<file path="src/rtl/text_console_writer.sv">
// text_console_writer: turns a CPU byte stream into writes to a COLS x ROWS character buffer.
// Ports:
//   clk, rst                 clock, synchronous active-high reset
//   charIn/charValid/charReady  byte input handshake (transfer when charValid && charReady)
//   writeIndex/writeData/writeEnable  one-cell write port into the character buffer
//   scrollIndex/scrollData   buffer read port used while scrolling (data one cycle after address)
//   cursorIndex              current cursor cell for the renderer
// Build option: define CONSOLE_SCROLL_EN to scroll on overflow; otherwise the cursor wraps to cell 0.
module text_console_writer #(
  parameter int COLS = 80,
  parameter int ROWS = 30
) (
  input  logic        clk,
  input  logic        rst,
  input  logic [7:0]  charIn,
  input  logic        charValid,
  output logic        charReady,
  output logic [13:0] writeIndex,
  output logic [7:0]  writeData,
  output logic        writeEnable,
  output logic [13:0] scrollIndex,
  input  logic [7:0]  scrollData,
  output logic [13:0] cursorIndex
);
  localparam logic [13:0] COLS_W = 14'(COLS);
  localparam logic [13:0] LAST_CELL = 14'(COLS * ROWS - 1);
  localparam logic [13:0] LAST_ROW = 14'((ROWS - 1) * COLS);
  localparam logic [7:0] SPACE = 8'h20;
`ifdef CONSOLE_SCROLL_EN
  typedef enum logic [1:0] {CLEAR, IDLE, SCROLL_COPY, SCROLL_BLANK} state_t;
  logic [13:0] sidx;
  logic wsrc;
`else
  typedef enum logic [1:0] {CLEAR, IDLE, WRAP} state_t;
  logic unused_scroll;
  assign unused_scroll = ^scrollData;
`endif
  state_t state, next_state;
  logic [13:0] cnt, cur, col, widx;
  logic [7:0] wd;
  logic we, fire, printable, is_lf, is_cr, is_bs, overflow;

  assign fire = charValid && charReady;
  assign printable = charIn >= 8'h20 && charIn <= 8'h7E;
  assign is_lf = charIn == 8'h0A;
  assign is_cr = charIn == 8'h0D;
  assign is_bs = charIn == 8'h08 && col != '0;
  // only a printable on the last cell or a line feed on the last row can push the cursor off the screen
  assign overflow = fire && ((printable && cur == LAST_CELL) || (is_lf && cur >= LAST_ROW));

  always_ff @(posedge clk) state <= rst ? CLEAR : next_state;

  always_comb begin
    next_state = state;
    case (state)
      CLEAR: next_state = cnt == LAST_CELL ? IDLE : CLEAR;
`ifdef CONSOLE_SCROLL_EN
      IDLE: next_state = overflow ? SCROLL_COPY : IDLE;
      SCROLL_COPY: next_state = sidx == LAST_CELL ? SCROLL_BLANK : SCROLL_COPY;
      SCROLL_BLANK: next_state = cnt == LAST_CELL ? IDLE : SCROLL_BLANK;
`else
      IDLE: next_state = overflow ? WRAP : IDLE;
      WRAP: next_state = IDLE;
`endif
      default: next_state = CLEAR;
    endcase
  end

  always_ff @(posedge clk) begin
    if (rst) begin
      cnt <= '0;
      cur <= '0;
      col <= '0;
      widx <= '0;
      wd <= SPACE;
      we <= 1'b0;
`ifdef CONSOLE_SCROLL_EN
      sidx <= '0;
      wsrc <= 1'b0;
`endif
    end else begin
      we <= 1'b0;
`ifdef CONSOLE_SCROLL_EN
      wsrc <= 1'b0;
`endif
      case (state)
        CLEAR: begin
          we <= 1'b1;
          widx <= cnt;
          wd <= SPACE;
          cnt <= cnt == LAST_CELL ? '0 : cnt + 14'd1;
        end
        IDLE: if (fire) begin
          if (printable) begin
            we <= 1'b1;
            widx <= cur;
            wd <= charIn;
          end else if (is_bs) begin
            we <= 1'b1;
            widx <= cur - 14'd1;
            wd <= SPACE;
          end
          // on overflow the cursor stays on-screen until the handling state repositions it
          if (!overflow) begin
            cur <= printable ? cur + 14'd1 : is_lf ? cur + COLS_W - col : is_cr ? cur - col : is_bs ? cur - 14'd1 : cur;
            col <= printable ? (col == COLS_W - 14'd1 ? '0 : col + 14'd1) : (is_lf || is_cr) ? '0 : is_bs ? col - 14'd1 : col;
          end
`ifdef CONSOLE_SCROLL_EN
          if (overflow) begin
            sidx <= COLS_W;
            cnt <= LAST_ROW;
          end
`endif
        end
`ifdef CONSOLE_SCROLL_EN
        SCROLL_COPY: begin
          // the read issued last cycle returns now; the write target trails the read address by one row
          we <= 1'b1;
          wsrc <= 1'b1;
          widx <= sidx - COLS_W;
          sidx <= sidx == LAST_CELL ? '0 : sidx + 14'd1;
        end
        SCROLL_BLANK: begin
          we <= 1'b1;
          widx <= cnt;
          wd <= SPACE;
          if (cnt == LAST_CELL) begin
            cnt <= '0;
            cur <= LAST_ROW;
            col <= '0;
          end else cnt <= cnt + 14'd1;
        end
`else
        WRAP: begin
          cur <= '0;
          col <= '0;
        end
`endif
        default: ;
      endcase
    end
  end

  always_comb begin
    charReady = state == IDLE;
`ifdef CONSOLE_SCROLL_EN
    writeData = wsrc ? scrollData : wd;
`else
    writeData = wd;
`endif
  end

  assign writeEnable = we;
  assign writeIndex = widx;
  assign cursorIndex = cur;
`ifdef CONSOLE_SCROLL_EN
  assign scrollIndex = sidx;
`else
  assign scrollIndex = '0;
`endif
endmodule

</file>
<file path="config.mk">
export PLATFORM = sky130hd
export DESIGN_NAME = text_console_writer
export DESIGN_NICKNAME = d
export VERILOG_FILES = /design/src/rtl/text_console_writer.sv
export SDC_FILE = /design/constraint.sdc
export NUM_CORES = 1
export LEC_CHECK = 0
export BUFFER_PORTS_ARGS = -buffer_cell sky130_fd_sc_hd__buf_4
export CAP_MARGIN = 30
export CORE_ASPECT_RATIO = 2
export CORE_MARGIN = 2
export CORE_UTILIZATION = 65
export CTS_BUF_LIST = sky130_fd_sc_hd__clkbuf_2
export CTS_CLUSTER_SIZE = 20
export DETAILED_ROUTE_END_ITERATION = 10
export PLACE_DENSITY = 0.89
export SKIP_LAST_GASP = 1
export SLEW_MARGIN = 40
export SYNTH_ARGS = -nofsm -noshare
export SYNTH_HDL_FRONTEND = slang
export SYNTH_SLANG_ARGS = --single-unit
</file>
<file path="constraint.sdc">
create_clock -name clk -period 6.1 [get_ports clk]
set_clock_uncertainty 0.05 [all_clocks]
set_input_delay 0.61 -clock clk [delete_from_list [all_inputs] [get_ports clk]]
set_output_delay 0.61 -clock clk [all_outputs]
set_load 0.1 [all_outputs]
</file>
==> results of run 1 <==
## worst max-delay path: stages, from the launching register on
cell	delay [ns]
dfxtp_1	0.65
inv_1	0.27
ha_1	0.37
ha_1	0.24
inv_1	0.09
fa_1	0.22
nor2b_1	0.08
o31a_1	0.27
o41ai_1	0.54
o211ai_1	0.26
or2_2	0.32
a21oi_1	0.16
o22ai_1	0.12
## cell type report
type | count | area, um^2
Inverter | 44 | 165
Clock inverter | 7 | 68.8
Clock buffer | 9 | 45.0
Sequential cell | 67 | 1340
Antenna cell | 1 | 2.50
Timing Repair Buffer | 51 | 383
Tap cell | 102 | 128
Multi-Input combinational cell | 627 | 4100
Fill cell | 737 | 2660
## placed cells by master (no fill, tap or decap), drive strengths merged, types with 4 or more instances in the layout
master   n
a211oi   8
o21bai   4
fa      10
dfxtp   67
nand4   18
or3     14
a21oi   65
conb    14
a31oi   19
o22ai    4
o21ai   42
xor2    22
nor3b    4
nor4    12
nor2    66
buf     51
nand3   41
nor3    21
or2      4
and3     8
xnor2   27
nand3b   7
inv     44
ha      35
o211ai  23
a21o     4
a221oi   5
nand2b   6
clkbuf   9
nand2   87
## final timing paths
path                                        end     startpoint  slack [ns]
worst max-delay path            cursorIndex[13]         col[1]        2.33
worst max register to register  cursorIndex[13]         col[1]        2.33
worst min-delay path               writeData[2]      charIn[2]        0.32
worst min register to register    writeIndex[2]  writeIndex[2]        0.42
## registers in the layout, summed over array words and instances, names as in the netlist
name / flops
cnt: 14
cursorIndex: 14
writeIndex: 14
state: 2
col: 14
writeEnable: 1
writeData: 8
## Yosys cell counts (all sizes together), types with 10 or more instances
master / count
or3: 14
nor4: 12
o21ai: 42
xor2: 22
nor3: 21
nand2: 87
nand4: 18
fa: 10
inv: 44
buf: 38
nor2: 66
ha: 35
o211ai: 23
xnor2: 27
nand3: 41
clkbuf: 18
dfxtp: 67
a31oi: 19
a21oi: 65
## metal layers
metal	GRT usage	vias up
li1	-	2838
met1	0.373	2824
met2	0.633	320
met3	0.0554	94
met4	0.281	0
met5	0	-
## power groups by stage
stage / combinational, mW / clock (mW) / sequential, mW
after floorplan: 0.0891 / 0 / 0.464
after global placement: 0.114 / 0 / 0.453
after detailed placement: 0.116 / 0 / 0.454
after CTS: 0.117 / 0.271 / 0.445
after global routing: 0.124 / 0.287 / 0.446
final: 0.119 / 0.268 / 0.445
## stage by stage
stage	util	area, um^2	hold WS, ns	cells
final	0.701	6230	0.322	908
after global routing	0.701	6230	0.309	908
after CTS	0.700	6230	0.293	907
after detailed placement	0.688	6110	0.399	891
after global placement	0.688	6110	0.391	891
after floorplan	-	5900	0.422	794
## logic make-up after synthesis
group | count (synthesis)
AND/OR/NAND/NOR | 304
XOR/XNOR | 49
other | 1
multiplexers | 1
flip-flops | 67
adder cells (fa/ha/maj) | 45
AO/OA/AOI/OAI | 214
buffers and inverters | 100
==> summary.md, run 1 <==
| Metric | Value |
|---|---|
| Total core area | 0.00889 mm^2 |
| Initial Util | 0.658 |
| Logic pwr share | 0.143 |
| First-pass GRT wire length | 28,400 um |
| Power, Total | 0.832 mW |
| Pwr Density | 133 mW/mm^2 |
| CP Capture Type | flop |
| Unrepaired setup endpoints after global routing | no |
| WL per Instance | 19.8 um |
| Multiplexer share of the synthesized area | 0.00171 |
| Vias per inst | 6.69 |
| Compound-cell area share of the yosys netlist | 0.240 |
| Post-synth EDFFs | 0 |
| GRT Total Usage | 0.363 |
| H-tree depth | 3 |
| # setup viols final | 0 |
| WP data required | 6.47 ns |
| Clk slew on worst S/H paths | 0.21 ns |
| Cell taking the most area after synthesis | dfxtp_1 |
| Mapped Area | 0.00585 mm^2 |
| Synth Area in Adders | 0.109 |
| Post-Place Worst Slack | 2.48 ns |
| Critical Path Fanout Max | 8 |
| Tcrit/Tclk final | 0.617 |
| Post-CTS sizing | 0 |
| Die width | 71.1 um |
| Die H | 138 um |
| CTS tree | built |
| Mean Syn Cell Area | 7.49 um^2 |
| Ys flop type | dfxtp_1 |
| Largest net degree at the start of global routing | 47 |
| Metal2 WL | 9140 um |
| Post-CTS Setup Bufs | 0 |
| Hold buffers post-CTS | 0 |
| Worst setup SP type | flop |
| Distinct cell type count after synthesis | 79 |
| Synthesized flop and latch total | 67 |
| Syn Inst Count | 781 |
| Sequential share of power | 0.535 |
| Synth area leaders | dfxtp_1 (23%), ha_1 (7.5%), nand2_1 (5.5%) |
| Sw frac | 0.328 |
| Max Cap Viol | 0 |
| Fin nets | 864 |
| Die ar. | 0.00982 mm^2 |
| Post-synthesis sequential area ratio | 0.229 |
| Area growth syn-to-layout | 6.57% |
| Hold Vio Cnt, Final | 0 |
| CTS Buf Count | 9 |
| Setup TNS | 0 ns |
| Initial antenna violation count | 1 |
| Met3 wire len | 1070 um |
| Worst slew margin | 0.465 |
| Critical path class | flop to flop |
| Internal | 0.559 mW |
| DRT Pass-1 Iters | 6 |
| Remaining antenna violation count after routing | 0 |
| Placer congestion estimate | 0.970 |
| I/O Buffers | 48 |
| Pleak | 2.42 nW |
| CTS max path bufs | 2 |
| Asr flop ratio synth | 0 |
| Status | finished, final reports clean |
| Top routing layer in use | met4 |
| Worst EP arrival | 4.13 ns |
| Final WS setup | 2.33 ns |
| DR vias | 6,076 |
| Post-synth top area share | 0.229 |
| Measured slew at the worst slew-check pin | 0.795 ns |
| Hold WC Path Type | input port to flop |
| M1 WL | 6320 um |
| Row cnt | 49 |
| Largest family of logic cells by synthesized area | simple AND/OR/NAND/NOR gates |
| Vias in the first global route | 5,909 |
| Synth warn | 0 |
| Simple-gate share of the synthesized area | 0.266 |
| Clock network fraction of total power | 0.322 |
| Worst skew pair latency | 0.54 ns |
| Drt initial violations | 499 |
| Final wirelength | 18,000 um |
| Worst r2r path cells | 12 |
| Hold Path Depth | 3 |
| Xor and xnor area share after synthesis | 0.0734 |
| Dpl hpwl | 13,600 um |
| Peak supply drop | 0.188 mV |
| Clock Tree Root | clkbuf_2 |
| Final min period | 3.77 ns |
| Share of cells above drive strength 1 | 0.114 |
| DRC Markers | 0 |
| P_sw | 0.272 mW |
| CTS sink cnt | 67 |
| Fmax | 0.266 GHz |
| GRT overflow | 0 |
| IO Pins | 71 |
| Slew Limit Fails | 0 |
(Power assumes the default switching activity.)
==> run 2, diff against run 1 <==
--- a/config.mk
+++ b/config.mk
@@ -9,11 +9,11 @@
 export CAP_MARGIN = 30
 export CORE_ASPECT_RATIO = 2
 export CORE_MARGIN = 2
-export CORE_UTILIZATION = 65
+export CORE_UTILIZATION = 55
 export CTS_BUF_LIST = sky130_fd_sc_hd__clkbuf_2
 export CTS_CLUSTER_SIZE = 20
 export DETAILED_ROUTE_END_ITERATION = 10
-export PLACE_DENSITY = 0.89
+export PLACE_DENSITY = 0.8
 export SKIP_LAST_GASP = 1
 export SLEW_MARGIN = 40
 export SYNTH_ARGS = -nofsm -noshare
==> constraint.sdc (replaced) <==
create_clock -name clk -period 3.2 [get_ports clk]
set_clock_uncertainty 0.05 [all_clocks]
set_input_delay 0.32 -clock clk [delete_from_list [all_inputs] [get_ports clk]]
set_output_delay 0.32 -clock clk [all_outputs]
set_load 0.1 [all_outputs]
==> summary.md, run 2 (same netlist as run 1, synthesis figures left out) <==
| Metric | Value |
|---|---|
| GRT Total Usage | 0.351 |
| Pleak | 2.68 nW |
| Vias in the first global route | 6,201 |
| Most common cell after layout, fill and taps aside | buf_4 |
| Die width | 76.9 um |
| CTS tree | built |
| Share of cells above drive strength 1 | 0.173 |
| Fin util | 0.642 |
| # setup viols final | 0 |
| Worst setup SP type | flop |
| Placer congestion estimate | 1.03 |
| Row cnt | 53 |
| Slew Limit Fails | 0 |
| Hold Vio Cnt, Final | 0 |
| Most frequent cells in the layout | buf_4 (96), nand2_1 (86), nor2_1 (64), a21oi_1 (64), dfxtp_1 (61) |
| Status | finished, final reports clean |
| Post-placement cell count | 970 |
| Remaining antenna violation count after routing | 0 |
| Initial Util | 0.562 |
| Clk slew on worst S/H paths | 0.23 ns |
| Unrepaired setup endpoints after global routing | no |
| WP data required | 3.62 ns |
| Largest net degree at the start of global routing | 43 |
| Measured slew at the worst slew-check pin | 0.738 ns |
| Clock Tree Root | clkbuf_2 |
| Worst skew pair latency | 0.57 ns |
| Max Cap Viol | 0 |
| Dpl hpwl | 15,400 um |
| I/O Buffers | 48 |
| Fin nets | 913 |
| DRC Markers | 0 |
| Die H | 150 um |
| Fmax | 0.324 GHz |
| Tcrit/Tclk final | 0.964 |
| Critical path class | flop to flop |
| Worst slew margin | 0.506 |
| CTS max path bufs | 2 |
| Power, Total | 1.62 mW |
| Die ar. | 0.0115 mm^2 |
| DR vias | 6,372 |
| Initial antenna violation count | 1 |
| WL per Instance | 20.4 um |
| CTS Buf Count | 9 |
| First-pass GRT wire length | 31,600 um |
| Worst EP arrival | 3.50 ns |
| CTS sink cnt | 67 |
| Critical Path Fanout Max | 5 |
| Final non-filler cell total | 992 |
| Hold WC Path Type | input port to flop |
| IO Pins | 71 |
| Final wirelength | 20,200 um |
| DRT Pass-1 Iters | 9 |
| GRT overflow | 0 |
| Setup TNS | 0 ns |
| Final min period | 3.09 ns |
| Peak supply drop | 0.266 mV |
| CP Capture Type | flop |
| H-tree depth | 3 |
| Area growth syn-to-layout | 14.3% |
| Total core area | 0.0104 mm^2 |
| Vias per inst | 6.42 |
| Drt initial violations | 592 |
| Pwr Density | 242 mW/mm^2 |
run 2: cell count changes in the layout (fill, tap and decap cells not counted), moves of 2 or more:
cell           before  now
buf_4              51   96
clkinv_1            2    0
dfxtp_1            67   61
dfxtp_2             0    4
dfxtp_4             0    2
dlygate4sd3_1       0    4
run 2: power breakdown:
group | internal (mW) | switching [mW] | leakage [nW]
combinational | 0.0530 | 0.182 | 2.06
clock | 0.184 | 0.354 | 0.0685
sequential | 0.841 | 0.00611 | 0.545
total | 1.08 | 0.542 | 2.68
run 2: final timing paths:
path | slack, ns | endpoint | depth (start not counted) | from
setup / recovery | 0.11 | cursorIndex[13] | 14 | cursorIndex[0]
hold / removal | 0.04 | writeData[3] | 3 | charIn[3]
setup reg to reg | 0.11 | cursorIndex[13] | 14 | cursorIndex[0]
hold reg to reg | 0.42 | writeData[0] | 2 | writeData[0]
run 2: timing repair:
item	4_1_cts	5_1_grt
resized for setup	0	4
buffers inserted	0	1
hold buffers	4	0
endpoints found under the hold margin	4	0
endpoints found under the setup margin	0	2
run 2: cell type report:
cell class,instances,area [um^2]
flip-flops and latches,67,1350
clock inverters,6,65.1
inverters,44,165
multi-input cells,627,4120
diodes,1,2.50
repair buffers,100,761
well taps,137,171
fillers,978,3720
clock buffers,10,50.0
run 2: worst max-delay path, stage by stage (launching register included):
cell	delay [ns]
dfxtp_4	0.41
inv_1	0.17
ha_1	0.25
inv_1	0.06
ha_1	0.21
inv_1	0.09
fa_1	0.22
nor2b_2	0.06
o31a_1	0.27
o41ai_2	0.24
buf_4	0.19
o211ai_1	0.13
or2_2	0.31
a21oi_1	0.19
o22ai_1	0.13
run 2: metrics by stage:
step / worst slack [ns] / area, um^2 / hold slack [ns]
after global routing: 0.00818 / 6690 / 0.0381
after detailed placement: 0.145 / 6500 / 0.394
after CTS: 0.116 / 6650 / 0.0243
after global placement: 0.263 / 6500 / 0.393
final: 0.115 / 6690 / 0.0436
after floorplan: 0.0000715 / 5910 / 0.422
run 2: metal layers:
layer | vias up | track usage | wire (um)
li1 | 2934 | - | -
met1 | 2992 | 0.365 | 6950
met2 | 343 | 0.635 | 10400
met3 | 103 | 0.0470 | 1400
met4 | 0 | 0.262 | 1510
met5 | - | 0 | 0
